## config.mk

```make
export PLATFORM = sky130hd
export DESIGN_NAME = id_ex_stage
export DESIGN_NICKNAME = d
export VERILOG_FILES = /design/src/rtl/id_ex_stage.sv
export SDC_FILE = /design/constraint.sdc
export NUM_CORES = 1
export LEC_CHECK = 0
export CAP_MARGIN = 20
export CORE_ASPECT_RATIO = 0.5
export CORE_MARGIN = 2
export CORE_UTILIZATION = 41
export CTS_CLUSTER_DIAMETER = 150
export DETAILED_ROUTE_END_ITERATION = 7
export MAX_ROUTING_LAYER = met4
export PLACE_DENSITY = 0.84
export SLEW_MARGIN = 0
export SYNTH_ARGS = -nofsm -noshare
export SYNTH_HDL_FRONTEND = slang
export SYNTH_SLANG_ARGS = --single-unit
export TNS_END_PERCENT = 100
```

## constraint.sdc

```tcl
create_clock -name clk -period 3.05 [get_ports clk]
set_input_delay 0.305 -clock clk [delete_from_list [all_inputs] [get_ports clk]]
set_output_delay 0.305 -clock clk [all_outputs]
set_load 0.05 [all_outputs]
```

## src/rtl/id_ex_stage.sv

```systemverilog
// ID/EX pipeline register: resolves operand forwarding at capture time and
// holds the selected ALU operands and write-back control for the EX stage.
module id_ex_stage (
  input  logic        clk,
  input  logic        rst,
  input  logic        in_valid,
  output logic        in_ready,
  input  logic [31:0] pc,
  input  logic [4:0]  rs1_addr,
  input  logic [4:0]  rs2_addr,
  input  logic [4:0]  rd_addr,
  input  logic [31:0] rs1_data,
  input  logic [31:0] rs2_data,
  input  logic [31:0] imm,
  input  logic [3:0]  alu_sel_in,
  input  logic        a_sel,
  input  logic        b_sel,
  input  logic        is_link,
  input  logic        reg_we_in,
  input  logic [4:0]  exm_rd,
  input  logic        exm_we,
  input  logic [31:0] exm_val,
  input  logic [4:0]  wb_rd,
  input  logic        wb_we,
  input  logic [31:0] wb_val,
  input  logic        flush,
  output logic        out_valid,
  input  logic        out_ready,
  output logic [31:0] alu_a,
  output logic [31:0] alu_b,
  output logic [3:0]  alu_sel,
  output logic [4:0]  rd_out,
  output logic        reg_we_out
);

  localparam int unsigned XLEN  = 32;
  localparam int unsigned RIDXW = 5;
  localparam int unsigned OPW   = 4;
  localparam logic [OPW-1:0] OP_PASS_A = 4'b1111;

  logic [XLEN-1:0] fwd_rs1;
  logic [XLEN-1:0] fwd_rs2;
  logic [XLEN-1:0] pc_plus4;
  logic [XLEN-1:0] cap_a;
  logic [XLEN-1:0] cap_b;
  logic [OPW-1:0]  cap_sel;
  logic            cap_we;
  logic            load;

  // Accept when empty or when the held instruction leaves this cycle
  assign in_ready = !out_valid || out_ready;
  assign load     = in_valid && in_ready && !flush;
  assign pc_plus4 = pc + XLEN'(4);

  // rs1 bypass: x0 reads zero, EX/MEM beats MEM/WB, else register file
  always_comb begin
    fwd_rs1 = rs1_data;
    if (rs1_addr == RIDXW'(0)) begin
      fwd_rs1 = '0;
    end else if (exm_we && (exm_rd == rs1_addr)) begin
      fwd_rs1 = exm_val;
    end else if (wb_we && (wb_rd == rs1_addr)) begin
      fwd_rs1 = wb_val;
    end
  end

  // rs2 bypass: same priority as rs1
  always_comb begin
    fwd_rs2 = rs2_data;
    if (rs2_addr == RIDXW'(0)) begin
      fwd_rs2 = '0;
    end else if (exm_we && (exm_rd == rs2_addr)) begin
      fwd_rs2 = exm_val;
    end else if (wb_we && (wb_rd == rs2_addr)) begin
      fwd_rs2 = wb_val;
    end
  end

  // Operand/control selection for the instruction being captured
  always_comb begin
    cap_a   = fwd_rs1;
    cap_b   = fwd_rs2;
    cap_sel = alu_sel_in;
    cap_we  = reg_we_in && (rd_addr != RIDXW'(0));
    if (is_link) begin
      cap_a   = pc_plus4;
      cap_sel = OP_PASS_A;
    end else if (a_sel) begin
      cap_a = pc;
    end
    if (b_sel) begin
      cap_b = imm;
    end
  end

  // Pipeline register: reset > flush > load > drain; otherwise hold
  always_ff @(posedge clk) begin
    if (rst) begin
      out_valid  <= 1'b0;
      alu_a      <= '0;
      alu_b      <= '0;
      alu_sel    <= '0;
      rd_out     <= '0;
      reg_we_out <= 1'b0;
    end else if (flush) begin
      out_valid  <= 1'b0;
      reg_we_out <= 1'b0;
    end else if (load) begin
      out_valid  <= 1'b1;
      alu_a      <= cap_a;
      alu_b      <= cap_b;
      alu_sel    <= cap_sel;
      rd_out     <= rd_addr;
      reg_we_out <= cap_we;
    end else if (out_valid && out_ready) begin
      out_valid <= 1'b0;
    end
  end

endmodule

```

## Yosys cells after proc, flatten, opt, wreduce, memory -nomap -nowiden

Cells that the tools add are included.
Widths: inputs -> output; s select.

- Bits in registers: 75
- Output and inout port bits: 76

- Add/subtract/negate cells: 1
- Equality and inequality tests: 4
- Mux-type cells: 12
- Bitwise logic cells: 1
- Reductions and logical operators: 17

Operator list:

| operator | count |
|---|---|
| $mux 32 | 9 |
| $add 32x3->32 const B | 1 |
| $eq 5x5->1 | 4 |
| $logic_not 5->1 | 2 |
| $logic_and 1x1->1 | 8 |
| $reduce_bool 5->1 | 1 |
| $mux 4 | 1 |
| $logic_not 1->1 | 2 |
| $mux 1 | 2 |
| $reduce_and 2->1 | 1 |
| $reduce_bool 2->1 | 1 |
| $reduce_or 2->1 | 1 |
| $logic_or 1x1->1 | 1 |
| $not 1->1 | 1 |

## Longest topological paths before layout

Gate-level depths: netlist of run 1.

- Depth in word-level cells: 7
- Depth in mapped cells: 8
- Mapped depth without buffers: 7

## Worst setup path after synthesis of run 1

Ideal clock, no wire load.

- Path type: register to register
- Start point: register out_valid
- End point: register alu_b[0]
- Setup time: 92 ps
- Arrival: 2216 ps
- Setup slack: 742 ps
- Stages on the path, launching flop included: 7
- Path buffers: 2
- Period minus slack after synthesis: 2308 ps
- Cell sequence: dfxtp_1 -> nand2b_1 -> nand3b_1 -> clkbuf_1 -> clkbuf_1 -> a21oi_1 -> o32ai_1

- Longest elaborated chain between the ends: 5

Ends and longest elaborated chain:

| item | RTL line | text |
|---|---|---|
| from (decl) | 27 | `output logic out_valid,` |
| from (signal assigned) | 99 | `out_valid <= 1'b0;` |
| from (signal assigned) | 106 | `out_valid <= 1'b0;` |
| from (signal assigned) | 109 | `out_valid <= 1'b1;` |
| $logic_not 1->1 | 51 | `assign in_ready = !out_valid \|\| out_ready;` |
| $logic_or 1x1->1 | 51 |  |
| net in_ready | 7 | `output logic in_ready,` |
| $logic_and 1x1->1 (2 in series) | 52 | `assign load = in_valid && in_ready && !flush;` |
| $reduce_and 2->1 (no source line) | n/a |  |
| to (signal assigned) | 111 | `alu_b <= cap_b;` |
| to (decl) | 30 | `output logic [31:0] alu_b,` |

The timed path passes the listed nets, and every way through them passes these cells.
A chain may end at the register's enable or synchronous reset.

## Final worst setup path of run 1

- Start point: input pc[2]
- End point: register alu_a[16]

- Longest elaborated chain between the ends: 2

Ends and longest elaborated chain:

| item | RTL line | text |
|---|---|---|
| from (decl) | 8 | `input logic [31:0] pc,` |
| $add 32x3->32 | 53 | `assign pc_plus4 = pc + XLEN'(4);` |
| $mux 32 | 85 | `if (is_link) begin` |
| to (signal assigned) | 110 | `alu_a <= cap_a;` |
| to (decl) | 29 | `output logic [31:0] alu_a,` |

Every way passes these cells.

==> results of run 1 <==
[registers in the layout, summed over array words and instances (netlist names)]
| signal | flops |
|---|---|
| alu_a | 32 |
| alu_b | 32 |
| alu_sel | 4 |
| out_valid | 1 |
| rd_out | 5 |
| reg_we_out | 1 |
[layout by cell type, fill, tap and decap left out, types with 3 or more instances in the layout]
master	n
sky130_fd_sc_hd__a2111oi_2	4
sky130_fd_sc_hd__a211o_1	5
sky130_fd_sc_hd__a211oi_1	28
sky130_fd_sc_hd__a21o_1	13
sky130_fd_sc_hd__a21oi_1	61
sky130_fd_sc_hd__a221oi_1	5
sky130_fd_sc_hd__a31o_2	20
sky130_fd_sc_hd__a31oi_1	9
sky130_fd_sc_hd__and3_1	32
sky130_fd_sc_hd__and4_1	6
sky130_fd_sc_hd__buf_4	19
sky130_fd_sc_hd__clkbuf_16	9
sky130_fd_sc_hd__clkdlybuf4s50_1	306
sky130_fd_sc_hd__clkinvlp_4	4
sky130_fd_sc_hd__dfxtp_1	75
sky130_fd_sc_hd__mux2_2	12
sky130_fd_sc_hd__mux2i_1	20
sky130_fd_sc_hd__nand2_1	116
sky130_fd_sc_hd__nand3_1	19
sky130_fd_sc_hd__nand3b_1	3
sky130_fd_sc_hd__nand4_1	10
sky130_fd_sc_hd__nor2_1	74
sky130_fd_sc_hd__nor2b_1	5
sky130_fd_sc_hd__nor3_1	15
sky130_fd_sc_hd__nor3b_1	3
sky130_fd_sc_hd__o211ai_1	12
sky130_fd_sc_hd__o21ai_0	44
sky130_fd_sc_hd__o221ai_1	12
sky130_fd_sc_hd__o22ai_1	6
sky130_fd_sc_hd__o32ai_1	14
sky130_fd_sc_hd__xnor2_1	25
sky130_fd_sc_hd__xor2_1	16
[per-stage QoR]
stage	setup WS, ns	instance area, µm²	instances	power (mW)	hold WS (ns)
final	0.706	9100	1218	3.39	0.459
after global routing	0.546	9100	1218	3.49	0.476
after CTS	0.539	9090	1216	3.38	0.462
after detailed placement	0.278	8790	1200	2.27	0.452
after global placement	0.419	8790	1200	2.26	0.443
after floorplan	0.742	5590	760	1.67	0.378
[metal layers]
layer  track usage (%)  vias to the layer above  part of all wire (%)
met5                 -                        -                     0
met4              10.2                        0                   2.5
met3              5.21                       49                   8.1
met2              56.1                      410                    47
met1              44.5                     3498                    42
li1                  -                     3373                     -
[where the power goes]
part / switching (mW) / internal [mW]
Combinational: 0.633 / 0.544
Sequential: 0.0445 / 1.05
Clock: 0.468 / 0.655
Total: 1.15 / 2.25
[cell type report]
class | instances | area, µm² | share of cell area, %
multi-input cells | 619 | 3830 | 42.0
repair buffers | 328 | 3240 | 35.6
flip-flops and latches | 75 | 1500 | 16.5
clock buffers | 10 | 239 | 2.63
well taps | 176 | 220 | 2.42
clock inverters | 6 | 65.1 | 0.715
inverters | 3 | 11.3 | 0.124
diodes | 1 | 2.50 | 0.0275
[critical path, delay by kind of cell]
family,cells,cell delay [ns]
fa+ha+maj,1,0.24
simple gates,2,0.78
compound gates,3,0.69
buf+inv,1,0.57
[cell families after synthesis]
family	after synthesis	synth area share, %
DFF	75	26.9
and+or+nand+nor	302	26.0
xor gates and xnor gates	41	6.43
muxes	32	6.00
adders and majority gates	1	0.224
buffers and inverters	66	4.86
AOI/OAI and AO/OA	243	29.7
[worst max path at each step]
stage                           end  slack (ns)  depth (start not counted)
final                     alu_a[16]        0.71                          7
after global routing      alu_a[30]        0.55                          8
after CTS                 alu_a[14]        0.54                          7
after detailed placement  alu_a[14]        0.28                          7
after global placement    alu_a[14]        0.42                          7
after floorplan            alu_b[0]        0.74                          6
==> load_flow_metrics.sql, run 1 <==
INSERT INTO impl_metrics (metric_group, metric, value, unit) VALUES
('die', 'floorplan.initialDensity', '41.6', '%'),
('power', 'max_ir_drop_vdd', '0.350', 'mV'),
('timing', 'report.final.hold_viol_count', '0', ''),
('setup_path', 'required_worst_endpoint', '3.28', 'ns'),
('synth', 'async_reset_ff_share', '0', '%'),
('setup_path', 'ordered_list_of_cells_on_the_worst_path', 'clkdlybuf4s50_1 > ha_1 > nand3_1 > nor4_2 > o21ai_0 > a211o_1 > o221a_1', ''),
('cts', 'clock_insertion_delay_worst_skew', '0.34', 'ns'),
('synth', 'yosysTopAreaCell', 'sky130_fd_sc_hd__dfxtp_1', ''),
('timing', 'tightest_slew', '0.743', 'ns'),
('setup_path', 'regToRegSetupSlack', '1.08', 'ns'),
('cts', 'cts_num_sinks', '75', ''),
('die', 'placement_rows', '30', ''),
('power', 'power_per_cell_area', '373', 'nW/µm²'),
('timing', 'timing_limited_maximum_frequency', '0.427', 'GHz'),
('run', 'drv_cap', '0', ''),
('setup_path', 'criticalPathCategory', 'primary input to flop', ''),
('cts', 'cts_buffer_depth', '2', ''),
('detailed_routing', 'dr_total_vias', '7330', ''),
('synth', 'post-synth-top-count-cell', 'sky130_fd_sc_hd__nand2_1', ''),
('setup_path', 'crit_slowest_cell', 'sky130_fd_sc_hd__nor4_2', ''),
('synth', 'synth.avg_cell_area', '7.35', 'µm²'),
('layout', 'final.fill_count', '1123', ''),
('cts', 'tritoncts', 'yes', ''),
('synth', 'synth.yosys.warnings', '0', ''),
('setup_path', 'cp_max_fo', '6', ''),
('detailed_routing', 'final_antenna_net_count', '0', ''),
('hold_path', 'whs_path_cells', '2', ''),
('synth', 'synth_cells', '760', ''),
('run_status', 'status', 'complete, no violations', ''),
('layout', 'finish.utilization', '67.7', '%'),
('synth', 'primary_ff_master_synth', 'sky130_fd_sc_hd__dfxtp_1', ''),
('synth', 'synth_top_area_share', '26.9', '%'),
('timing', 'finalSetupViolCount', '0', ''),
('die', 'io_pins', '308', ''),
('hold_path', 'hold_end', 'rd_out[4]', ''),
('die', 'dieArea', '14600', 'µm²'),
('place', 'port_buffers', '307', ''),
('synth', 'syn_nets', '993', ''),
('detailed_routing', 'route.detailed.vias_per_inst', '6.02', ''),
('global_route', 'grt_antenna_before_repair', '1', ''),
('synth', 'netlist_top_cells_area', 'sky130_fd_sc_hd__dfxtp_1, sky130_fd_sc_hd__nand2_1, sky130_fd_sc_hd__a21oi_1', ''),
('place', 'gp_congestion', '0.971', ''),
('timing', 'timing.final.crit_period', '2.34', 'ns'),
('global_route', 'grt_first_pass_wirelength', '37800', 'µm'),
('cts', 'cts_inserted_buffers', '9', ''),
('detailed_routing', 'drc', '0', ''),
('timing', 'post-route-period-util', '76.9', '%'),
('die', 'floorplan.die.height', '86.5', 'µm'),
('setup_path', 'r2r_start', 'out_valid', ''),
('timing', 'slew-limit-headroom', '50.1', '%'),
('layout', 'flow.area_growth_from_synthesis', '62.9', '%'),
('synth', 'yosysUniqueCellTypes', '58', ''),
('hold_path', 'min-delay-start', 'rd_out[4]', ''),
('detailed_routing', 'postRouteWirelength', '25800', 'µm'),
('detailed_routing', 'detail_route.wl_per_cell', '21.2', 'µm'),
('timing', 'grt_setup_unrepaired', 'false', ''),
('synth', 'synth-edff-count', '0', ''),
('setup_path', 'data_arrival_time_of_the_worst_path', '2.58', 'ns'),
('synth', 'ys_seq_area_share', '26.9', '%'),
('setup_path', 'startpoint', 'pc[2]', ''),
('cts', 'post_cts_buffers', '0', ''),
('setup_path', 'endpoint_kind', 'flop', ''),
('hold_path', 'hold_class', 'flop to flop', ''),
('timing', 'final_max_slew_viol_count', '0', ''),
('cts', 'post_cts.resized_instances', '0', ''),
('timing', 'final_worst_clock_skew', '0.00371', 'ns'),
('layout', 'post_route_cells_drive_above_1_share', '8.07', '%'),
('detailed_routing', 'drt-pass1-iter-count', '6', ''),
('detailed_routing', 'drt_iter0_markers', '730', ''),
('cts', 'cts_hold_repair.buffers', '0', ''),
('synth', 'yosys_register_bits', '75', '');
(Power assumes the default switching activity.)
==> run 2: changes to the inputs <==
--- a/config.mk
+++ b/config.mk
@@ -8,11 +8,11 @@
 export CAP_MARGIN = 20
 export CORE_ASPECT_RATIO = 0.5
 export CORE_MARGIN = 2
-export CORE_UTILIZATION = 41
+export CORE_UTILIZATION = 40
 export CTS_CLUSTER_DIAMETER = 150
 export DETAILED_ROUTE_END_ITERATION = 7
 export MAX_ROUTING_LAYER = met4
-export PLACE_DENSITY = 0.84
+export PLACE_DENSITY = 0.83
 export SLEW_MARGIN = 0
 export SYNTH_ARGS = -nofsm -noshare
 export SYNTH_HDL_FRONTEND = slang
==> constraint.sdc (replaced) <==
create_clock -name clk -period 2.25 [get_ports clk]
set_input_delay 0.225 -clock clk [delete_from_list [all_inputs] [get_ports clk]]
set_output_delay 0.225 -clock clk [all_outputs]
set_load 0.05 [all_outputs]
==> run 2 against run 1 <==
Against the previous run: routed wire length up 8.7%; critical endpoint is now alu_a[6]; setup slack worse by 0.66 ns; global-route usage up 3.2 points; via count up 5.5%; utilization up 3.1 points.
==> load_flow_metrics.sql, run 2 (synthesized netlist as in run 1, its figures left out) <==
INSERT INTO impl_metrics (metric_group, metric, value, unit) VALUES
('run_status', 'status', 'complete, no violations', ''),
('cts', 'cts_num_sinks', '75', ''),
('setup_path', 'crit_slowest_cell', 'sky130_fd_sc_hd__a21oi_1', ''),
('layout', 'largestRegisters', 'alu_a: 32 flops, alu_b: 32 flops, rd_out: 5 flops', ''),
('layout', 'multiInputGateArea', '3840', 'µm²'),
('cts', 'htree_num_levels', '3', ''),
('power', 'seq_power_share', '31.9', '%'),
('global_route', 'grt_antenna_before_repair', '0', ''),
('detailed_routing', 'drc', '0', ''),
('detailed_routing', 'postRouteWirelength', '28000', 'µm'),
('global_route', 'grt_max_degree', '65', ''),
('setup_path', 'rr_worst_depth', '7', ''),
('power', 'comb_power_share', '36.8', '%'),
('hold_path', 'hold_class', 'primary input to flop', ''),
('hold_path', 'min-delay-start', 'rst', ''),
('hold_path', 'hold_end', 'alu_a[8]', ''),
('run', 'drv_cap', '0', ''),
('layout', 'post_route_cells_drive_above_1_share', '13.1', '%'),
('cts', 'clock_tree.root_cell', 'sky130_fd_sc_hd__clkbuf_16', ''),
('place', 'placement.cell_area', '9310', 'µm²'),
('global_route', 'grt-ovfl-total', '0', ''),
('power', 'share_clk_of_total_power', '31.2', '%'),
('die', 'floorplan.initialDensity', '41.1', '%'),
('die', 'dieArea', '15000', 'µm²'),
('timing', 'timing.final.crit_period', '2.20', 'ns'),
('die', 'floorplan.die.height', '87.6', 'µm'),
('power', 'cellLeakagePower', '3.59', 'nW'),
('timing', 'final_worst_clock_skew', '0.00416', 'ns'),
('setup_path', 'required_worst_endpoint', '2.51', 'ns'),
('setup_path', 'cp_max_fo', '10', ''),
('setup_path', 'timing.critical_path.slowest_cell_delay', '0.61', 'ns'),
('cts', 'clkSlewWorstSetupHoldPaths', '0.06', 'ns'),
('detailed_routing', 'dr_total_vias', '7732', ''),
('layout', 'mostFrequentLayoutCell', 'sky130_fd_sc_hd__clkdlybuf4s50_1', ''),
('detailed_routing', 'drt-pass1-iter-count', '6', ''),
('global_route', 'first_global_vias', '7313', ''),
('layout', 'finish.instance_area', '9620', 'µm²'),
('setup_path', 'crit_buf_inv', '2', ''),
('cts', 'cts_inserted_buffers', '9', ''),
('timing', 'slew-limit-headroom', '48.1', '%'),
('die', 'placement_rows', '30', ''),
('timing', 'grt_setup_unrepaired', 'false', ''),
('die', 'io_pins', '308', ''),
('timing', 'finalSetupViolCount', '0', ''),
('power', 'switching_power', '1.59', 'mW'),
('layout', 'flow.area_growth_from_synthesis', '72.2', '%'),
('power', 'cellInternalPower', '3.02', 'mW'),
('place', 'port_buffers', '307', ''),
('cts', 'clock_insertion_delay_worst_skew', '0.34', 'ns'),
('die', 'placeableCoreArea', '13600', 'µm²'),
('power', 'power.switching_fraction', '34.5', '%'),
('detailed_routing', 'detail_route.wl_per_cell', '21.8', 'µm'),
('global_route', 'grtUsageTotal', '37.5', '%'),
('setup_path', 'regToRegSetupSlack', '0.32', 'ns'),
('setup_path', 'data_arrival_time_of_the_worst_path', '2.46', 'ns'),
('layout', 'most_frequent_cells_in_the_layout', 'sky130_fd_sc_hd__clkdlybuf4s50_1, sky130_fd_sc_hd__nand2_1, sky130_fd_sc_hd__dfxtp_1', ''),
('detailed_routing', 'route.detailed.vias_per_inst', '6.00', ''),
('setup_path', 'r2r_start', 'out_valid', ''),
('setup_path', 'path_delay_family', 'compound AO/OA/AOI/OAI gates', ''),
('cts', 'cts_buffer_depth', '2', ''),
('power', 'max_ir_drop_vdd', '0.349', 'mV'),
('setup_path', 'timing.rr.end', 'alu_a[17]', ''),
('layout', 'n_antenna_cell', '0', ''),
('global_route', 'grt_first_pass_wirelength', '41400', 'µm'),
('setup_path', 'criticalPathCategory', 'primary input to flop', ''),
('hold_path', 'whs_path_cells', '4', ''),
('timing', 'post-route-period-util', '98.0', '%'),
('detailed_routing', 'drt_iter0_markers', '830', ''),
('timing', 'final_max_slew_viol_count', '0', ''),
('layout', 'finish.net_count', '1325', ''),
('place', 'dp_hpwl', '21700', 'µm'),
('setup_path', 'endpoint_kind', 'flop', ''),
('setup_path', 'startpoint', 'a_sel', ''),
('setup_path', 'ordered_list_of_cells_on_the_worst_path', 'clkdlybuf4s50_1 > buf_4 > a21oi_1 > o21ai_0 > a21o_1 > a211oi_1', ''),
('place', 'gp_congestion', '0.999', ''),
('timing', 'timing_limited_maximum_frequency', '0.454', 'GHz'),
('layout', 'final-seq-area', '1500', 'µm²'),
('power', 'power_per_cell_area', '480', 'nW/µm²'),
('layout', 'final.fill_count', '1110', ''),
('die', 'dieWidth', '171', 'µm'),
('cts', 'tritoncts', 'yes', ''),
('power', 'post-layout-total-power', '4.62', 'mW'),
('timing', 'tightest_slew', '0.778', 'ns'),
('timing', 'report.final.hold_viol_count', '0', ''),
('detailed_routing', 'final_antenna_net_count', '0', ''),
('setup_path', 'setup.worst_path.start_class', 'primary input', '');
==> run 2: worst min-delay path, cell delays in order <==
cell,delay [ns]
sky130_fd_sc_hd__buf_2,0.11
sky130_fd_sc_hd__nor3_2,0.09
sky130_fd_sc_hd__o211ai_1,0.10
sky130_fd_sc_hd__o32ai_1,0.07
==> run 2: power groups by stage <==
stage	clock network (mW)	logic, mW	registers [mW]
after floorplan	0	0.465	1.80
after global placement	0	1.64	1.50
after detailed placement	0	1.66	1.50
after CTS	1.44	1.67	1.47
after global routing	1.50	1.78	1.48
final	1.44	1.70	1.48
==> run 2: stage by stage <==
stage               setup WS, ns  hold slack, ns  std cells  TNS, ns  utilization [%]
global placement          -0.202           0.443       1272    -2.94             68.5
global route            0.000702           0.320       1289        0             70.8
CTS                       0.0654           0.367       1288        0             70.6
floorplan                  0.138           0.298        760        0                -
finish                    0.0455           0.299       1289        0             70.8
detailed placement        -0.292           0.452       1272    -4.11             68.5
==> run 2: final cells by class <==
class	instances	area share, %
clock inverters	5	0.390
repair buffers	384	38.9
flip-flops and latches	75	15.6
multi-input cells	619	39.9
well taps	192	2.50
clock buffers	11	2.63
inverters	3	0.117
==> run 2: repair_timing <==
action / in CTS / in global routing
hold buffers: 0 / 0
setup endpoints to repair: 0 / 9
setup buffers: 0 / 1
gates resized for setup: 0 / 4
==> run 2: how the worst max path moves through the flow <==
stage                     end  slack [ns]  cells after the start
CTS                 alu_a[23]        0.07                      8
floorplan            alu_b[0]        0.14                      6
finish               alu_a[6]        0.05                      6
detailed placement  alu_a[23]       -0.29                      8
global placement    alu_a[23]       -0.20                      8
global route        alu_a[20]      0.0007                      8
==> run 2: routing by layer <==
| layer | GRT usage [%] | vias to the layer above | routed length [µm] |
|---|---|---|---|
| met4 | 14.4 | 0 | 1030 |
| met5 | - | - | 0 |
| li1 | - | 3480 | - |
| met1 | 48.8 | 3628 | 11500 |
| met3 | 8.00 | 85 | 3100 |
| met2 | 57.3 | 539 | 12400 |
==> run 3: changes to the inputs <==
==> constraint.sdc (replaced) <==
create_clock -name clk -period 2.2 [get_ports clk]
set_input_delay 0.22 -clock clk [delete_from_list [all_inputs] [get_ports clk]]
set_output_delay 0.22 -clock clk [all_outputs]
set_load 0.05 [all_outputs]
==> run 3 against run 2 <==
Against the previous run: critical endpoint is now alu_a[5]; sequential share of layout area decreased by 0.20 points; setup slack got worse by 0.018 ns; utilization increased by 0.91 points.
==> load_flow_metrics.sql, run 3 (synthesized netlist as in run 1, its figures left out) <==
INSERT INTO impl_metrics (metric_group, metric, value, unit) VALUES
('run_status', 'status', 'complete, no violations', ''),
('cts', 'clock_insertion_delay_worst_skew', '0.35', 'ns'),
('setup_path', 'cp_max_fo', '14', ''),
('cts', 'cts_hold_repair.buffers', '0', ''),
('die', 'placeableCoreArea', '13600', 'µm²'),
('global_route', 'grtUsageTotal', '38.4', '%'),
('layout', 'final.fill_count', '1096', ''),
('layout', 'n_antenna_cell', '0', ''),
('timing', 'slew-limit-headroom', '49.6', '%'),
('layout', 'layoutNonFillerInstCount', '1303', ''),
('layout', 'most_frequent_cells_in_the_layout', 'sky130_fd_sc_hd__clkdlybuf4s50_1, sky130_fd_sc_hd__nand2_1, sky130_fd_sc_hd__buf_4', ''),
('setup_path', 'required_worst_endpoint', '2.41', 'ns'),
('global_route', 'first_global_vias', '7337', ''),
('detailed_routing', 'route.detailed.vias_per_inst', '5.94', ''),
('global_route', 'grt_antenna_before_repair', '0', ''),
('detailed_routing', 'detail_route.wl_per_cell', '21.8', 'µm'),
('timing', 'setup_ws', '0.0277', 'ns'),
('place', 'gp_congestion', '1.00', ''),
('die', 'dieWidth', '171', 'µm'),
('die', 'placement_rows', '30', ''),
('global_route', 'grt_max_degree', '65', ''),
('run', 'drv_cap', '0', ''),
('layout', 'post_route_cells_drive_above_1_share', '14.4', '%'),
('setup_path', 'critPathMostFrequentCell', 'sky130_fd_sc_hd__buf_12', ''),
('place', 'dp_slack', '-0.440', 'ns'),
('die', 'floorplan.die.height', '87.6', 'µm'),
('place', 'dp_hpwl', '22200', 'µm'),
('cts', 'clkSlewWorstSetupHoldPaths', '0.06', 'ns'),
('layout', 'mostFrequentLayoutCell', 'sky130_fd_sc_hd__clkdlybuf4s50_1', ''),
('die', 'dieArea', '15000', 'µm²'),
('detailed_routing', 'drc', '0', ''),
('detailed_routing', 'final_antenna_net_count', '0', ''),
('setup_path', 'ordered_list_of_cells_on_the_worst_path', 'clkdlybuf4s50_1 > buf_4 > xor2_1 > nor4_4 > buf_12 > buf_12 > mux2_2 > nor2_1 > o22ai_1', ''),
('place', 'placement.cell_area', '9380', 'µm²'),
('setup_path', 'rr_worst_depth', '7', ''),
('die', 'floorplan.initialDensity', '41.1', '%'),
('timing', 'tightest_slew', '0.757', 'ns'),
('setup_path', 'crit_slowest_cell', 'sky130_fd_sc_hd__clkdlybuf4s50_1', ''),
('setup_path', 'endpoint_kind', 'flop', ''),
('power', 'max_ir_drop_vdd', '0.353', 'mV'),
('timing', 'final_worst_clock_skew', '0.00761', 'ns'),
('timing', 'timing.final.crit_period', '2.17', 'ns'),
('place', 'placed_cells', '1285', ''),
('layout', 'finish.instance_area', '9740', 'µm²'),
('setup_path', 'setup.worst_path.start_class', 'primary input', ''),
('timing', 'finalSetupViolCount', '0', ''),
('place', 'port_buffers', '307', ''),
('power', 'power_per_cell_area', '498', 'nW/µm²'),
('cts', 'clock_tree.root_cell', 'sky130_fd_sc_hd__clkbuf_16', ''),
('timing', 'final.setup.tns', '0', 'ns'),
('cts', 'cts_buffer_depth', '2', ''),
('setup_path', 'criticalPathCategory', 'primary input to flop', ''),
('cts', 'cts_inserted_buffers', '9', ''),
('global_route', 'grt-ovfl-total', '0', ''),
('timing', 'final_max_slew_viol_count', '0', ''),
('detailed_routing', 'postRouteWirelength', '28500', 'µm'),
('timing', 'timing_limited_maximum_frequency', '0.460', 'GHz'),
('setup_path', 'timing.critical_path.slowest_cell_delay', '0.47', 'ns'),
('global_route', 'grt_first_pass_wirelength', '42200', 'µm'),
('power', 'cellLeakagePower', '3.66', 'nW'),
('layout', 'largestRegisters', 'alu_a: 32 flops, alu_b: 32 flops, rd_out: 5 flops', ''),
('detailed_routing', 'drt-pass1-iter-count', '6', ''),
('cts', 'tritoncts', 'yes', ''),
('detailed_routing', 'drt_iter0_markers', '877', ''),
('layout', 'flow.area_growth_from_synthesis', '74.4', '%'),
('timing', 'report.final.hold_viol_count', '0', ''),
('cts', 'cts_num_sinks', '75', ''),
('cts', 'htree_num_levels', '3', ''),
('hold_path', 'hold_class', 'primary input to flop', ''),
('timing', 'post-route-period-util', '98.7', '%'),
('die', 'io_pins', '308', ''),
('hold_path', 'whs_path_cells', '4', ''),
('detailed_routing', 'dr_total_vias', '7746', ''),
('layout', 'finish.net_count', '1339', ''),
('setup_path', 'data_arrival_time_of_the_worst_path', '2.38', 'ns');
-- run 3: report_power, final --
part,switching [mW],leakage [nW],internal (mW)
Clock,0.662,0.146,0.921
Sequential,0.0586,0.617,1.45
Combinational,0.937,2.89,0.825
Total,1.66,3.66,3.20
-- run 3: timing repair --
item                                    in CTS  in global routing
endpoints found under the setup margin       6                 11
pin swaps                                    1                  2
gates resized for setup                      3                  4
setup buffers                                1                  1
-- run 3: cell type report --
type / count / area (µm²) / share of cell area (%)
flip-flops and latches: 75 / 1500 / 15.4
multi-input cells: 619 / 3860 / 39.6
well taps: 192 / 240 / 2.47
clock buffers: 10 / 239 / 2.45
repair buffers: 398 / 3820 / 39.2
inverters: 3 / 11.3 / 0.116
clock inverters: 6 / 71.3 / 0.732
-- run 3: critical path: cells and delay by family --
family / cells / cell delay (ns)
AOI/OAI and AO/OA: 1 / 0.14
xor gates and xnor gates: 1 / 0.18
buffers and inverters: 4 / 0.99
muxes: 1 / 0.35
and+or+nand+nor: 2 / 0.50
-- run 3: path summary, 6_finish.rpt --
| kind | slack [ns] | to | from |
|---|---|---|---|
| worst min register to register | 0.45 | rd_out[4] | rd_out[4] |
| worst max-delay path | 0.03 | alu_a[5] | rs1_addr[0] |
| worst max register to register | 0.28 | alu_a[0] | out_valid |
| worst min-delay path | 0.31 | alu_a[7] | rst |
-- run 3: per-layer routing --
layer / track usage, % / share of wire (%)
met5: - / 0
met3: 10.0 / 11
met1: 49.9 / 42
met4: 12.6 / 3.0
met2: 58.2 / 44
-- run 3: stage by stage --
stage	utilization [%]	power (mW)	hold WS, ns
global route	71.7	5.00	0.319
CTS	71.5	4.81	0.299
finish	71.7	4.85	0.311
floorplan	-	2.32	0.293
global placement	69.0	3.23	0.443
detailed placement	69.0	3.25	0.446
